--- src/rtl/cmd_stream_pkg.sv ---
// cmd_stream_pkg
//   Shared definitions for the command stream decoder: the frame FSM state
//   encoding, the default frame sync marker, the fixed wire byte counts of the
//   address and data fields, and a saturating 8-bit increment helper.
package cmd_stream_pkg;

  typedef enum logic [2:0] {
    ST_IDLE,
    ST_COUNT,
    ST_ADDR_HI,
    ST_ADDR_LO,
    ST_DATA
  } state_t;

  localparam logic [7:0] DEFAULT_SYNC_BYTE = 8'hA5;

  // Field sizes on the wire, independent of the command bus widths.
  localparam int ADDR_BYTES = 2;
  localparam int DATA_BYTES = 4;
  localparam int BYTE_IDX_W = $clog2(DATA_BYTES);

  // Error counter sticks at all-ones instead of wrapping back to zero.
  function automatic logic [7:0] sat_inc8(input logic [7:0] value);
    return (value == 8'hFF) ? value : value + 8'd1;
  endfunction

endpackage

--- src/rtl/cmd_word_assembler.sv ---
// cmd_word_assembler
//   Collects DATA_BYTES wire bytes (MSB first) into one command word.
//   Ports:
//     clk_i        clock
//     rst_n_i      asynchronous active-low reset
//     clear_i      hold the byte index at zero (decoder outside the data phase)
//     shift_i      accept byte_i into the word
//     byte_i       incoming data byte
//     word_done_o  this shift completes a word (combinational, same cycle)
//     word_o       assembled word, valid while word_done_o is high
module cmd_word_assembler
  import cmd_stream_pkg::*;
#(
  parameter int DATA_WIDTH = 32
) (
  input  logic                  clk_i,
  input  logic                  rst_n_i,
  input  logic                  clear_i,
  input  logic                  shift_i,
  input  logic [7:0]            byte_i,
  output logic                  word_done_o,
  output logic [DATA_WIDTH-1:0] word_o
);

  // Only the first DATA_BYTES-1 bytes need storage; the last byte is taken
  // straight from byte_i so the word is ready in the cycle it arrives.
  logic [DATA_WIDTH-9:0]  shreg_q;
  logic [BYTE_IDX_W-1:0]  byte_idx_q;

  assign word_done_o = shift_i && (byte_idx_q == BYTE_IDX_W'(DATA_BYTES - 1));
  assign word_o      = {shreg_q, byte_i};

  // NOTE: sequential state is written with non-blocking assignments only, so
  // every register samples the pre-edge values regardless of block order.
  always_ff @(posedge clk_i or negedge rst_n_i) begin
    if (!rst_n_i) begin
      // NOTE: the shift register is plain flops, not a memory, so resetting
      // it is cheap and keeps the datapath free of X after reset.
      shreg_q    <= '0;
      byte_idx_q <= '0;
    end else if (clear_i) begin
      // Stale bytes of a discarded partial word are shifted out by the next
      // full word, so only the index needs clearing.
      byte_idx_q <= '0;
    end else if (shift_i) begin
      shreg_q    <= {shreg_q[DATA_WIDTH-17:0], byte_i};
      byte_idx_q <= word_done_o ? '0 : byte_idx_q + BYTE_IDX_W'(1);
    end
  end

endmodule

--- src/rtl/cmd_stream_decoder.sv ---
// cmd_stream_decoder
//   Turns a host byte stream into single-word command bus writes.
//   Frame: SYNC, COUNT (1..255), ADDR_HI, ADDR_LO, COUNT x 4 data bytes
//   (MSB first). Each word is written one cycle after its last byte, with the
//   address incrementing (modulo 2**ADDR_WIDTH) per word. Stray bytes,
//   zero-count frames and timed-out frames are counted in err_count_o.
//   Optional build macro CMD_STREAM_DECODER_TIMEOUT_EN adds an idle timeout
//   that aborts a stalled frame after TIMEOUT_CYCLES cycles without a byte.
//   Ports:
//     clk_i, rst_n_i        clock, asynchronous active-low reset
//     byte_i/byte_valid_i   input byte stream
//     byte_ready_o          high in every cycle after reset (never stalls)
//     wr_addr_o/wr_data_o   command bus address/data, held between writes
//     wr_valid_o            one-cycle write strobe per word
//     busy_o                frame in progress
//     err_count_o           saturating count of dropped bytes/frames
module cmd_stream_decoder
  import cmd_stream_pkg::*;
#(
  parameter int         ADDR_WIDTH = 16,
  parameter int         DATA_WIDTH = 32,
  parameter logic [7:0] SYNC_BYTE  = DEFAULT_SYNC_BYTE
`ifdef CMD_STREAM_DECODER_TIMEOUT_EN
  ,
  parameter int unsigned TIMEOUT_CYCLES = 1000000
`endif
) (
  input  logic                  clk_i,
  input  logic                  rst_n_i,
  input  logic [7:0]            byte_i,
  input  logic                  byte_valid_i,
  output logic                  byte_ready_o,
  output logic [ADDR_WIDTH-1:0] wr_addr_o,
  output logic [DATA_WIDTH-1:0] wr_data_o,
  output logic                  wr_valid_o,
  output logic                  busy_o,
  output logic [7:0]            err_count_o
);

  state_t                state_q;
  logic [ADDR_WIDTH-1:0] addr_q;
  logic [7:0]            words_left_q;
  logic                  ready_q;
  logic [ADDR_WIDTH-1:0] wr_addr_q;
  logic [DATA_WIDTH-1:0] wr_data_q;
  logic                  wr_valid_q;
  logic [7:0]            err_q;

  logic                  accept;
  logic                  timeout_hit;
  logic                  word_done;
  logic [DATA_WIDTH-1:0] word;

  assign accept = byte_valid_i && ready_q;

  cmd_word_assembler #(
    .DATA_WIDTH (DATA_WIDTH)
  ) u_word_asm (
    .clk_i       (clk_i),
    .rst_n_i     (rst_n_i),
    .clear_i     (state_q != ST_DATA),
    .shift_i     (accept && (state_q == ST_DATA)),
    .byte_i      (byte_i),
    .word_done_o (word_done),
    .word_o      (word)
  );

`ifdef CMD_STREAM_DECODER_TIMEOUT_EN
  logic [31:0] idle_cnt_q;

  // Abort fires on the cycle the counter already sits at TIMEOUT_CYCLES-1
  // and still no byte arrives.
  assign timeout_hit = (state_q != ST_IDLE) && !accept &&
                       (idle_cnt_q == 32'(TIMEOUT_CYCLES - 1));

  always_ff @(posedge clk_i or negedge rst_n_i) begin
    if (!rst_n_i) begin
      idle_cnt_q <= '0;
    end else if ((state_q == ST_IDLE) || accept || timeout_hit) begin
      idle_cnt_q <= '0;
    end else begin
      idle_cnt_q <= idle_cnt_q + 32'd1;
    end
  end
`else
  assign timeout_hit = 1'b0;
`endif

  always_ff @(posedge clk_i or negedge rst_n_i) begin
    if (!rst_n_i) begin
      state_q      <= ST_IDLE;
      addr_q       <= '0;
      words_left_q <= '0;
      ready_q      <= 1'b0;
      wr_addr_q    <= '0;
      wr_data_q    <= '0;
      wr_valid_q   <= 1'b0;
      err_q        <= '0;
    end else begin
      ready_q    <= 1'b1;
      wr_valid_q <= 1'b0;

      if (timeout_hit) begin
        state_q <= ST_IDLE;
        err_q   <= sat_inc8(err_q);
      end else if (accept) begin
        unique case (state_q)
          ST_IDLE: begin
            if (byte_i == SYNC_BYTE) state_q <= ST_COUNT;
            else                     err_q   <= sat_inc8(err_q);
          end
          ST_COUNT: begin
            if (byte_i == 8'd0) begin
              state_q <= ST_IDLE;
              err_q   <= sat_inc8(err_q);
            end else begin
              words_left_q <= byte_i;
              state_q      <= ST_ADDR_HI;
            end
          end
          ST_ADDR_HI: begin
            addr_q  <= ADDR_WIDTH'(byte_i);
            state_q <= ST_ADDR_LO;
          end
          ST_ADDR_LO: begin
            addr_q  <= ADDR_WIDTH'({addr_q[7:0], byte_i});
            state_q <= ST_DATA;
          end
          ST_DATA: begin
            if (word_done) begin
              wr_valid_q   <= 1'b1;
              wr_addr_q    <= addr_q;
              wr_data_q    <= word;
              addr_q       <= addr_q + ADDR_WIDTH'(1);
              words_left_q <= words_left_q - 8'd1;
              if (words_left_q == 8'd1) state_q <= ST_IDLE;
            end
          end
          default: state_q <= ST_IDLE;
        endcase
      end
    end
  end

  assign byte_ready_o = ready_q;
  assign wr_addr_o    = wr_addr_q;
  assign wr_data_o    = wr_data_q;
  assign wr_valid_o   = wr_valid_q;
  assign busy_o       = (state_q != ST_IDLE);
  assign err_count_o  = err_q;

endmodule
--- config.mk ---
export PLATFORM = sky130hd
export DESIGN_NAME = cmd_stream_decoder
export DESIGN_NICKNAME = d
export VERILOG_FILES = /design/src/rtl/cmd_stream_pkg.sv /design/src/rtl/cmd_word_assembler.sv /design/src/rtl/cmd_stream_decoder.sv
export SDC_FILE = /design/constraint.sdc
export NUM_CORES = 1
export LEC_CHECK = 0
export ABC_AREA = 1
export CAP_MARGIN = 20
export CORE_ASPECT_RATIO = 1.75
export CORE_MARGIN = 3
export CORE_UTILIZATION = 35
export CTS_BUF_LIST = sky130_fd_sc_hd__clkbuf_8
export CTS_CLUSTER_DIAMETER = 50
export DETAILED_ROUTE_END_ITERATION = 8
export PLACE_DENSITY_LB_ADDON = 0.2
export SLEW_MARGIN = 20
export SYNTH_ARGS = -nofsm -noshare
export SYNTH_HDL_FRONTEND = slang
export SYNTH_SLANG_ARGS = --single-unit
--- constraint.sdc ---
create_clock -name clk_i -period 1.8 [get_ports clk_i]
set_clock_uncertainty 0.2 [all_clocks]
set_input_delay 0.36 -clock clk_i [delete_from_list [all_inputs] [get_ports clk_i]]
set_output_delay 0.36 -clock clk_i [all_outputs]
set_load 0.02 [all_outputs]
==> metrics.md <==
| Metric | Value |
|---|---|
| Routability congestion estimate | `0.911` |
| Max-Cap Viols | `0` |
| Cell area after synthesis | `5300 um2` |
| Gr usage total | `17.9%` |
| Worst reg-to-reg setup slack | `0.02 ns` |
| Final Hold Viols | `0` |
| Most frequent CP cell | `inv_2` |
| FF-to-FF path depth | `9` |
| Worst hold path type | `in -> async` |
| CP Launch Type | `flip-flop` |
| Crit path kind | `reg -> out` |
| Clock buffer depth | `2` |
| First-pass GRT wire length | `23,800 um` |
| Worst R2R Start | `state_q[0]` |
| # fillers | `1,348` |
| Placed instance count | `941` |
| Final #Nets | `816` |
| I/O Buffers | `69` |
| TritonCTS clock tree | `yes` |
| Initial antenna violation count | `0` |
| HPWL Detailed | `10,400 um` |
| RSZ-0062 raised after global routing | `true` |
| CP Max Fanout | `2` |
| Starting Density | `36.3%` |
| Clk slew on worst S/H paths | `0.12 ns` |
| Post-Syn Area per Cell | `8.13 um2` |
| H-tree lvl count | `3` |
| DR pass1 iterations | `4` |
| Vias/cell | `4.91` |
| ANT nets after route | `0` |
| Synth warn | `0` |
| Syn_nets | `668` |
| Most frequent cells in the layout | `154 x nand2_1, 108 x dfrtp_1, 73 x inv_1` |
| Dominant cell type by area after synthesis | `dfrtp_1` |
| Cells taking the most area after synthesis | `dfrtp_1 52%, nand2_1 14%, inv_1 5.5%` |
| Die width | `99 um` |
| Commonest non-fill, non-tap cell in the layout | `nand2_1` |
| Final Cycle Share | `103%` |
| Final WS setup | `-0.0568 ns` |
| Failing checks | `negative setup slack` |
| Area delta synth->final | `44.3%` |
| N_diodes | `0` |
| Critical R2R Capture | `wr_data_o[7]` |
| Peak VDD IR | `0.000786 V` |
| Die height | `169 um` |
| Die Area | `16,700 um2` |
| Synthesized flop and latch total | `111` |
| Pwr Density | `1130 nW/um2` |
| Routed wire per std cell | `15.4 um` |
| Vias in the first global route | `4,724` |
| Share of cells above drive strength 1 | `27.2%` |
| # DRC | `0` |
| Crit path cell chain | `nor2_2 -> inv_2 -> nor2_4 -> inv_2 -> buf_6` |
| Critical path's slowest cell | `dfrtp_1` |
| Worst stage delay on the critical path | `0.41 ns` |
| Clk_lat worst skew | `0.38 ns` |
| GRT overflow | `0` |
| Clock sink count | `111` |
| Final wirelength | `15,200 um` |
| Synth top area share | `52.4%` |
| Core area | `14,600 um2` |
| CTS Buf Count | `9` |
| DR vias | `4,841` |
| Post-synth ARST share | `100%` |
| Critical path data required time | `1.24 ns` |
| DR iter-0 viols | `225` |
| Core Rows | `58` |
| Data arrival, critical path | `1.30 ns` |
| Clock Tree Root | `clkbuf_8` |
| Mapped Cells | `652` |
| Filler-free cell count of the finished design | `985` |
| Min cycle time layout | `1.86 ns` |
| Setup TNS | `-0.0568 ns` |
| Fmax | `539 MHz` |
| Library cells used by synthesis | `34` |
| Outcome | `finished, violations left` |
| Setup violations, final | `1` |
| Post-synth EDFFs | `0` |
| Critical Path End Type | `output port` |
| Final slew viol count | `0` |
| Synth Flop Type | `dfrtp_1` |
| Pin count of the biggest net entering global routing | `39` |
| Sequential fraction of the synthesis area | `52.4%` |
| Leakage | `3.94 nW` |
| IO Pins | `70` |
## registers in the layout (all words and copies together), names as in the netlist
signal                 cells
wr_addr_o                 16
words_left_q               8
wr_valid_o                 1
addr_q                    16
wr_data_o                 32
err_count_o                8
state_q                    3
byte_ready_o               1
u_word_asm.byte_idx_q      2
u_word_asm.shreg_q        24
## worst max-delay path, delay by kind of cell (launching register included)
family        cells  cell delay [ns]
simple gates      2             0.29
buf+inv           3             0.22
flops             1             0.41
## cells in the mapped netlist, types with 2 or more instances
master,instances
buf_2,7
nand2_1,194
nand2_2,3
xor2_1,6
a21oi_1,12
nand4_1,13
dfrtp_1,111
a22oi_1,2
buf_4,3
buf_6,8
o21ai_0,53
inv_2,2
o31ai_1,2
ha_1,5
clkbuf_1,4
nand3_1,27
nor2_1,57
nand3_4,2
nor2_2,4
o21ai_1,46
inv_1,78
## per-stage QoR
stage / hold WS [ns] / instance area, um2 / setup slack, ns / utilization (%) / total power, mW
2_1_floorplan: -0.136 / 5300 / 0.0690 / - / 5.38
3_3_place_gp: 0.0255 / 6610 / -0.332 / 45.3 / 6.53
3_5_place_dp: 0.0295 / 6610 / -0.336 / 45.3 / 6.62
4_1_cts: 0.149 / 7100 / -0.0738 / 48.7 / 8.37
5_1_grt: 0.158 / 7640 / -0.110 / 52.4 / 9.24
6_report: 0.150 / 7640 / -0.0568 / 52.4 / 8.62
## repair_timing
action,4_1_cts,5_1_grt
setup endpoints to repair,81,89
resized for setup,86,130
pin swaps,2,10
buffers inserted,8,9
hold endpoints to repair,111,0
cloned,7,4
hold buffers,1,0
## metal layers
metal	vias to the layer above	routed length [um]	GRT usage, %
li1	2372	-	-
met1	2350	6020	20.9
met3	20	492	2.31
met2	99	8290	32.5
met4	0	345	7.07
met5	-	0	0
## worst max path at each step
stage / from / to / cells after the start
finish: state_q[2] / busy_o / 5
global route: state_q[2] / busy_o / 5
CTS: state_q[0] / busy_o / 5
detailed placement: byte_i[2] / err_count_o[5] / 9
global placement: byte_i[2] / err_count_o[2] / 9
floorplan: err_count_o[0] / err_count_o[2] / 9
## cells by family after synthesis
group	after synthesis	synth area share, %
AO/OA/AOI/OAI	120	12.2
XOR/XNOR	6	0.992
adder cells (fa/ha/maj)	5	1.18
buffers and inverters	104	8.95
flip-flops	111	52.4
other	1	0.0708
AND/OR/NAND/NOR	305	24.2
## report_power, final
part / switching, mW / internal, mW / leakage (nW)
Combinational: 2.13 / 1.47 / 2.43
Clock: 0.908 / 0.564 / 0.0927
Sequential: 0.450 / 3.09 / 1.42
Total: 3.49 / 5.13 / 3.94
## area by class of cell
type                    instances  area, um2  area share [%]
clock buffers                  10        138            1.80
clock inverters                 6       51.3           0.671
inverters                      82        332            4.34
multi-input cells             438       2460            32.2
flip-flops and latches        111       2780            36.4
well taps                     180        225            2.95
repair buffers                158       1650            21.6
Note: power is estimated with default switching activity, not from simulation.
